## config.mk

```make
export PLATFORM = sky130hd
export DESIGN_NAME = seg_disp_ctrl
export DESIGN_NICKNAME = d
export VERILOG_FILES = /design/src/rtl/seg_pkg.sv /design/src/rtl/bin2bcd_seq.sv /design/src/rtl/seg_disp_ctrl.sv
export SDC_FILE = /design/constraint.sdc
export NUM_CORES = 1
export LEC_CHECK = 0
export ABC_AREA = 1
export BUFFER_PORTS_ARGS = -buffer_cell sky130_fd_sc_hd__clkbuf_2
export CAP_MARGIN = 10
export CORE_UTILIZATION = 35
export DETAILED_ROUTE_END_ITERATION = 8
export PLACE_DENSITY_LB_ADDON = 0.12
export SKIP_LAST_GASP = 1
export SLEW_MARGIN = 20
export SYNTH_ARGS = -nofsm -noshare
export SYNTH_HDL_FRONTEND = slang
export SYNTH_SLANG_ARGS = --single-unit
```

## constraint.sdc

```tcl
create_clock -name clk -period 5.4 [get_ports clk]
set_clock_uncertainty 0.2 [all_clocks]
set_input_delay 1.35 -clock clk [delete_from_list [all_inputs] [get_ports clk]]
set_output_delay 1.35 -clock clk [all_outputs]
set_load 0.005 [all_outputs]
```

## src/rtl/seg_pkg.sv

```systemverilog
// ---------------------------------------------------------------------------
// seg_pkg : shared types, constants and 7-segment encoder | rev 1.0
// ---------------------------------------------------------------------------
`default_nettype none

package seg_pkg;

  typedef enum logic [1:0] {
    ST_IDLE    = 2'd0,
    ST_CONVERT = 2'd1,
    ST_LOAD    = 2'd2,
    ST_DONE    = 2'd3
  } seg_state_e;

  localparam int         CONV_CYCLES = 16;
  localparam logic [6:0] SEG_ZERO    = 7'b0000001;
  localparam logic [6:0] SEG_BLANK   = 7'b1111111;

  // Active-low abcdefg, bit6 = a
  function automatic logic [6:0] seg_encode(input logic [3:0] digit);
    logic [6:0] code;
    case (digit)
      4'd0:    code = 7'b0000001;
      4'd1:    code = 7'b1001111;
      4'd2:    code = 7'b0010010;
      4'd3:    code = 7'b0000110;
      4'd4:    code = 7'b1001100;
      4'd5:    code = 7'b0100100;
      4'd6:    code = 7'b0100000;
      4'd7:    code = 7'b0001111;
      4'd8:    code = 7'b0000000;
      4'd9:    code = 7'b0000100;
      default: code = SEG_BLANK;
    endcase
    return code;
  endfunction

endpackage

`default_nettype wire

```

## src/rtl/bin2bcd_seq.sv

```systemverilog
// ---------------------------------------------------------------------------
// bin2bcd_seq : shift-per-cycle double-dabble binary to BCD engine | rev 1.0
// ---------------------------------------------------------------------------
`default_nettype none

module bin2bcd_seq
  import seg_pkg::*;
#(
  parameter int NUM_DIGITS = 5
) (
  input  logic                    clk,
  input  logic                    rst,
  input  logic                    load,
  input  logic                    shift_en,
  input  logic [15:0]             bin_in,
  output logic [4*NUM_DIGITS-1:0] bcd,
  output logic [3:0]              ones_next
);

  localparam int BCD_W = 4 * NUM_DIGITS;

  logic [15:0]      r_bin;
  logic [BCD_W-1:0] r_bcd;
  logic [BCD_W-1:0] w_adj;
  logic [BCD_W-1:0] w_shifted;

  for (genvar g = 0; g < NUM_DIGITS; g++) begin : g_adj
    assign w_adj[4*g +: 4] = (r_bcd[4*g +: 4] >= 4'd5) ? r_bcd[4*g +: 4] + 4'd3
                                                       : r_bcd[4*g +: 4];
  end

  // Carry out of the top nibble cannot occur for products up to 65535
  assign w_shifted = BCD_W'({w_adj, r_bin[15]});
  assign bcd       = r_bcd;
  assign ones_next = w_shifted[3:0];

  always_ff @(posedge clk) begin
    if (rst) begin
      r_bin <= '0;
      r_bcd <= '0;
    end else if (load) begin
      r_bin <= bin_in;
      r_bcd <= '0;
    end else if (shift_en) begin
      r_bin <= {r_bin[14:0], 1'b0};
      r_bcd <= w_shifted;
    end
  end

endmodule

`default_nettype wire

```

## src/rtl/seg_disp_ctrl.sv

```systemverilog
// ---------------------------------------------------------------------------
// seg_disp_ctrl : product-to-7seg load sequencer with anode scan | rev 1.0
// ---------------------------------------------------------------------------
`default_nettype none

module seg_disp_ctrl
  import seg_pkg::*;
#(
  parameter int NUM_DIGITS  = 5,
  parameter int REFRESH_DIV = 50000
) (
  input  logic        clk,
  input  logic        rst,
  input  logic        start,
  input  logic [15:0] product,
  output logic        busy,
  output logic [2:0]  seg_mux_sel,
  output logic        seg_load,
  output logic [6:0]  seg_code,
  output logic        seg_done,
  output logic [2:0]  scan_sel,
  output logic [7:0]  an
);

  localparam int BCD_W = 4 * NUM_DIGITS;
  localparam int REF_W = (REFRESH_DIV > 1) ? $clog2(REFRESH_DIV) : 1;

  seg_state_e       r_state;
  logic [4:0]       r_cnt;
  logic [REF_W-1:0] r_ref;
  logic [BCD_W-1:0] w_bcd;
  logic [3:0]       w_ones_nxt;
  logic [3:0]       w_nib_nxt;
  logic [2:0]       w_scan_nxt;
  logic             w_load;
  logic             w_shift;

  assign w_load  = (r_state == ST_IDLE) && start;
  assign w_shift = (r_state == ST_CONVERT);

  bin2bcd_seq #(.NUM_DIGITS(NUM_DIGITS)) u_bin2bcd (
    .clk       (clk),
    .rst       (rst),
    .load      (w_load),
    .shift_en  (w_shift),
    .bin_in    (product),
    .bcd       (w_bcd),
    .ones_next (w_ones_nxt)
  );

  // Nibble for the digit loaded on the next edge while stepping through LOAD
  always_comb begin
    w_nib_nxt = '0;
    for (int i = 1; i < NUM_DIGITS; i++) begin
      if (r_cnt == 5'(i - 1)) w_nib_nxt = w_bcd[4*i +: 4];
    end
  end

  always_ff @(posedge clk) begin
    if (rst) begin
      r_state     <= ST_IDLE;
      r_cnt       <= '0;
      busy        <= 1'b0;
      seg_load    <= 1'b0;
      seg_done    <= 1'b0;
      seg_mux_sel <= '0;
      seg_code    <= SEG_ZERO;
    end else begin
      case (r_state)
        ST_IDLE: begin
          if (start) begin
            r_state <= ST_CONVERT;
            r_cnt   <= '0;
            busy    <= 1'b1;
          end
        end
        ST_CONVERT: begin
          // Digit 0 is encoded from the value the final shift produces
          if (r_cnt == 5'(CONV_CYCLES - 1)) begin
            r_state     <= ST_LOAD;
            r_cnt       <= '0;
            seg_load    <= 1'b1;
            seg_mux_sel <= 3'd0;
            seg_code    <= seg_encode(w_ones_nxt);
          end else begin
            r_cnt <= r_cnt + 5'd1;
          end
        end
        ST_LOAD: begin
          if (r_cnt == 5'(NUM_DIGITS - 1)) begin
            r_state  <= ST_DONE;
            seg_load <= 1'b0;
            seg_done <= 1'b1;
          end else begin
            r_cnt       <= r_cnt + 5'd1;
            seg_mux_sel <= r_cnt[2:0] + 3'd1;
            seg_code    <= seg_encode(w_nib_nxt);
          end
        end
        ST_DONE: begin
          r_state  <= ST_IDLE;
          seg_done <= 1'b0;
          busy     <= 1'b0;
        end
        default: r_state <= ST_IDLE;
      endcase
    end
  end

  assign w_scan_nxt = (scan_sel == 3'(NUM_DIGITS - 1)) ? 3'd0 : scan_sel + 3'd1;

  always_ff @(posedge clk) begin
    if (rst) begin
      r_ref    <= '0;
      scan_sel <= '0;
      an       <= 8'hFE;
    end else if (r_ref == REF_W'(REFRESH_DIV - 1)) begin
      r_ref    <= '0;
      scan_sel <= w_scan_nxt;
      an       <= ~(8'd1 << w_scan_nxt);
    end else begin
      r_ref <= r_ref + REF_W'(1);
    end
  end

endmodule

`default_nettype wire
```

==> impl_results.rst <==
.. list-table::
   :header-rows: 1

   * - Metric
     - Value
   * - Rows
     - 41
   * - Launch point of the worst hold path
     - r_ref[0]$_SDFF_PP0_
   * - Register bit total from synthesis
     - 83
   * - Leakage
     - 2.19 nW
   * - Reg clk slew, reported paths
     - 0.06 ns
   * - Count of hold buffers inserted by post-cts repair
     - 0
   * - Flop-to-flop setup slack
     - 2.68 ns
   * - Height of the die
     - 116 um
   * - Number of nets still failing antenna checks after routing
     - 0
   * - Shortest period the worst path allows
     - 3.00 ns
   * - Final hold violation count
     - 0
   * - Global Route met1 Usage
     - 0.221
   * - Proportion of netlist area held by the largest area contributor
     - 0.365
   * - Per-cell via count in the routed design
     - 4.86
   * - Core area
     - 12700 um2
   * - Max-slew violation count
     - 0
   * - Synth warn
     - 0
   * - Part of the Yosys area used for sequential elements
     - 0.365
   * - Number of flops mapped to enable cells by yosys
     - 0
   * - Detail-routed net length per standard cell
     - 12.4 um
   * - Number of DRC markers after the initial detailed-route iteration
     - 294
   * - Hold_ws
     - 0.259 ns
   * - Largest buffer count on any clock path
     - 2
   * - Total iterations of the first detailed-routing run
     - 5
   * - Met3 Track Usage GR
     - 0.0472
   * - Unrepaired setup endpoints after global routing
     - no
   * - Final Core Density
     - 0.415
   * - Worst Path Arrival
     - 3.09 ns
   * - Antenna Diode Count
     - 0
   * - Maximum achievable frequency
     - 0.334 GHz
   * - Path type of the worst min-delay path
     - register to register
   * - Required time of the critical path
     - 5.49 ns
   * - Worst Tran Pin Value
     - 0.830 ns
   * - Ratio of final minimum period to clock period
     - 0.555
   * - Total clock buffers created by CTS
     - 9
   * - Port buffer count
     - 42
   * - Number of buffers added for setup after CTS
     - 0
   * - Cell type with the largest total area after synthesis
     - dfxtp_1
   * - Worst IR Drop VDD
     - 0.214 mV
   * - Worst R2R Start
     - r_cnt[1]$_SDFFE_PP0P_
   * - Final standard cell area without fillers
     - 5260 um2
   * - Clock Sinks
     - 83
   * - Count of max-cap constraint violations
     - 0
   * - # nets final
     - 716
   * - Antenna violations before repair
     - 0
   * - TritonCTS clock tree
     - built
   * - # resized after CTS
     - 0
   * - Global routing usage on met2
     - 0.270
   * - Setup violation total in the final timing report
     - 0
   * - Post-detailed-routing wire length
     - 10500 um
   * - Flip-flop cell with the highest count after synthesis
     - dfxtp_1
   * - Clock Root Buffer
     - clkbuf_16
   * - Footprint of the multi-input gates
     - 2470 um2
   * - Synthesis-to-finish area growth
     - 15.5%
   * - Remaining global-route overflow
     - 0
   * - Category of the worst setup path launch point
     - input port
   * - Count of H-tree levels built during CTS
     - 3
   * - Filler cell count
     - 1362
   * - Overall fraction of global-route tracks in use
     - 0.169
   * - Die area
     - 13500 um2
   * - Power density over cell area
     - 444 nW/um2
   * - WHS Endpoint
     - r_ref[0]$_SDFF_PP0_
   * - Global-route wire length before repair
     - 17600 um
   * - Instance count of the mapped netlist
     - 631
   * - Hold path cells
     - 1
   * - Clock latency of the later-clocked register in the worst-skew pair
     - 0.34 ns
   * - Pin count of the biggest net entering global routing
     - 41
   * - Destination of the worst register-to-register timing path
     - seg_code[3]$_SDFFE_PP0P_
   * - Syn Nets
     - 680
   * - Via count of the first global-routing pass
     - 3769
   * - Post-synthesis instance area
     - 4560 um2
   * - Critical Path Sink Type
     - register
   * - Routability-driven placement congestion ratio
     - 0.765
   * - Netlist cell types
     - 44
   * - DRC Markers
     - 0
   * - Startpoint of the most critical setup path
     - start
   * - Number of cells on the worst reg-to-reg path
     - 16
   * - Width of the die
     - 116 um
   * - Post-route setup slack
     - 2.40 ns
   * - Effective utilization at floorplan
     - 0.360
   * - Relative slew slack
     - 0.445
   * - Type of the worst setup path
     - input port to register
   * - Number of placed I/O pins
     - 43
   * - Total number of vias
     - 4100
   * - Placement Setup Slack
     - 2.04 ns
   * - Routing layer with the top usage in global route
     - met2
   * - Worst-path fanout max
     - 19
   * - Leading post-synthesis cells by cell area
     - dfxtp_1 36%, nand2_1 9.8%, a21oi_1 9.0%
   * - Async S/R FF share, synth
     - 0
   * - Footprint of the flip-flops and latches
     - 1660 um2
   * - Avg Inst Size Synth
     - 7.22 um2
   * - Detailed placer's ending HPWL
     - 7740 um
   * - Fraction of layout instances using a drive strength above 1
     - 0.135
   * - Fin Setup TNS
     - 0 ns
   * - Placed standard-cell area
     - 4910 um2
   * - Run status
     - finished, final reports clean
## worst max path at each step
| stage | endpoint | slack, ns | cells past startpoint |
|---|---|---|---|
| 2_1_floorplan | u_bin2bcd.bcd[17]$_SDFFE_PP0P_ | 2.78 | 8 |
| 3_3_place_gp | u_bin2bcd.bcd[2]$_SDFFE_PP0P_ | 2.18 | 8 |
| 3_5_place_dp | u_bin2bcd.bcd[1]$_SDFFE_PP0P_ | 2.04 | 8 |
| 4_1_cts | u_bin2bcd.bcd[1]$_SDFFE_PP0P_ | 2.41 | 8 |
| 5_1_grt | u_bin2bcd.bcd[13]$_SDFFE_PP0P_ | 2.18 | 8 |
| 6_report | u_bin2bcd.bcd[1]$_SDFFE_PP0P_ | 2.40 | 8 |
## worst max-delay path, stage by stage
cell and delay (ns):
clkbuf_2 0.09, nand2_1 0.38, inv_2 0.26, nor2_1 0.40, inv_2 0.23, a21oi_1 0.17
o21ai_0 0.11, inv_1 0.08
## area by class of cell
type,instances,share of cell area
tap,172,0.0409
timing repair buffer,44,0.0428
multi-input combinational,440,0.470
sequential,83,0.316
inverter,89,0.0639
clock buffer,10,0.0454
clock inverter,6,0.0214
## layer usage
metal  vias up  wire, um
met4         0       131
li1       2162         -
met2        72      4600
met5         -         0
met3         6       412
met1      1860      5340
## layout by cell type (no fill, tap or decap), types with 3 or more instances in the layout
| master | n |
|---|---|
| nand2_1 | 119 |
| dfxtp_1 | 83 |
| a21oi_1 | 82 |
| inv_1 | 80 |
| o21ai_0 | 44 |
| clkbuf_2 | 42 |
| nor2_1 | 41 |
| nand3_1 | 40 |
| ha_1 | 30 |
| o211ai_1 | 10 |
| clkbuf_16 | 9 |
| inv_2 | 8 |
| nand4_1 | 8 |
| nor3_1 | 8 |
| xor2_1 | 7 |
| o21ai_1 | 5 |
| xnor2_1 | 5 |
| nand2_2 | 4 |
| nor2_2 | 3 |
| a21oi_2 | 3 |
| a31oi_1 | 3 |
| a211oi_1 | 3 |
| bufinv_16 | 3 |
## state kept, by name (all words and copies together) (netlist names)
name	cells
busy	1
seg_code	7
seg_load	1
an	8
u_bin2bcd.bcd	20
u_bin2bcd.r_bin	16
scan_sel	3
seg_done	1
seg_mux_sel	3
r_state	2
r_ref	16
r_cnt	5
## report_power, final
part	switching [mW]	leakage, nW	internal [mW]	total, mW
Clock	0.256	0.173	0.465	0.721
Combinational	0.552	1.34	0.275	0.826
Sequential	0.0783	0.676	0.712	0.791
## cell usage after synthesis, types with 2 or more instances
library cell,number
dfxtp_1,83
o211ai_1,10
inv_2,8
nor2_1,41
nand3_1,40
a31o_1,2
a211oi_1,3
a21oi_1,82
buf_2,2
inv_1,80
nand4_1,8
a21oi_4,2
nor2_2,3
a21oi_2,3
nand2_1,119
clkbuf_1,13
a31oi_1,3
nor3_1,8
a41oi_1,2
xor2_1,7
buf_1,2
o21ai_2,2
o21ai_0,44
ha_1,30
o22ai_1,2
o21ai_1,5
nand2_2,4
nand3_4,2
xnor2_1,5
nor3b_1,2
## kinds of logic (layout without fill, tap and decap cells)
| group | count (synthesis) | after routing | synth area share |
|---|---|---|---|
| flops | 83 | 83 | 0.365 |
| compound gates | 164 | 164 | 0.205 |
| fa+ha+maj | 30 | 30 | 0.0824 |
| xor+xnor | 12 | 12 | 0.0231 |
| simple gates | 234 | 234 | 0.233 |
| buf+inv | 108 | 149 | 0.0925 |
## stage by stage
stage | total power [mW] | std cells
2_1_floorplan | 1.43 | 631
6_report | 2.34 | 844
5_1_grt | 2.53 | 844
3_3_place_gp | 1.62 | 828
3_5_place_dp | 1.63 | 828
4_1_cts | 2.36 | 844
(Power assumes the default switching activity.)
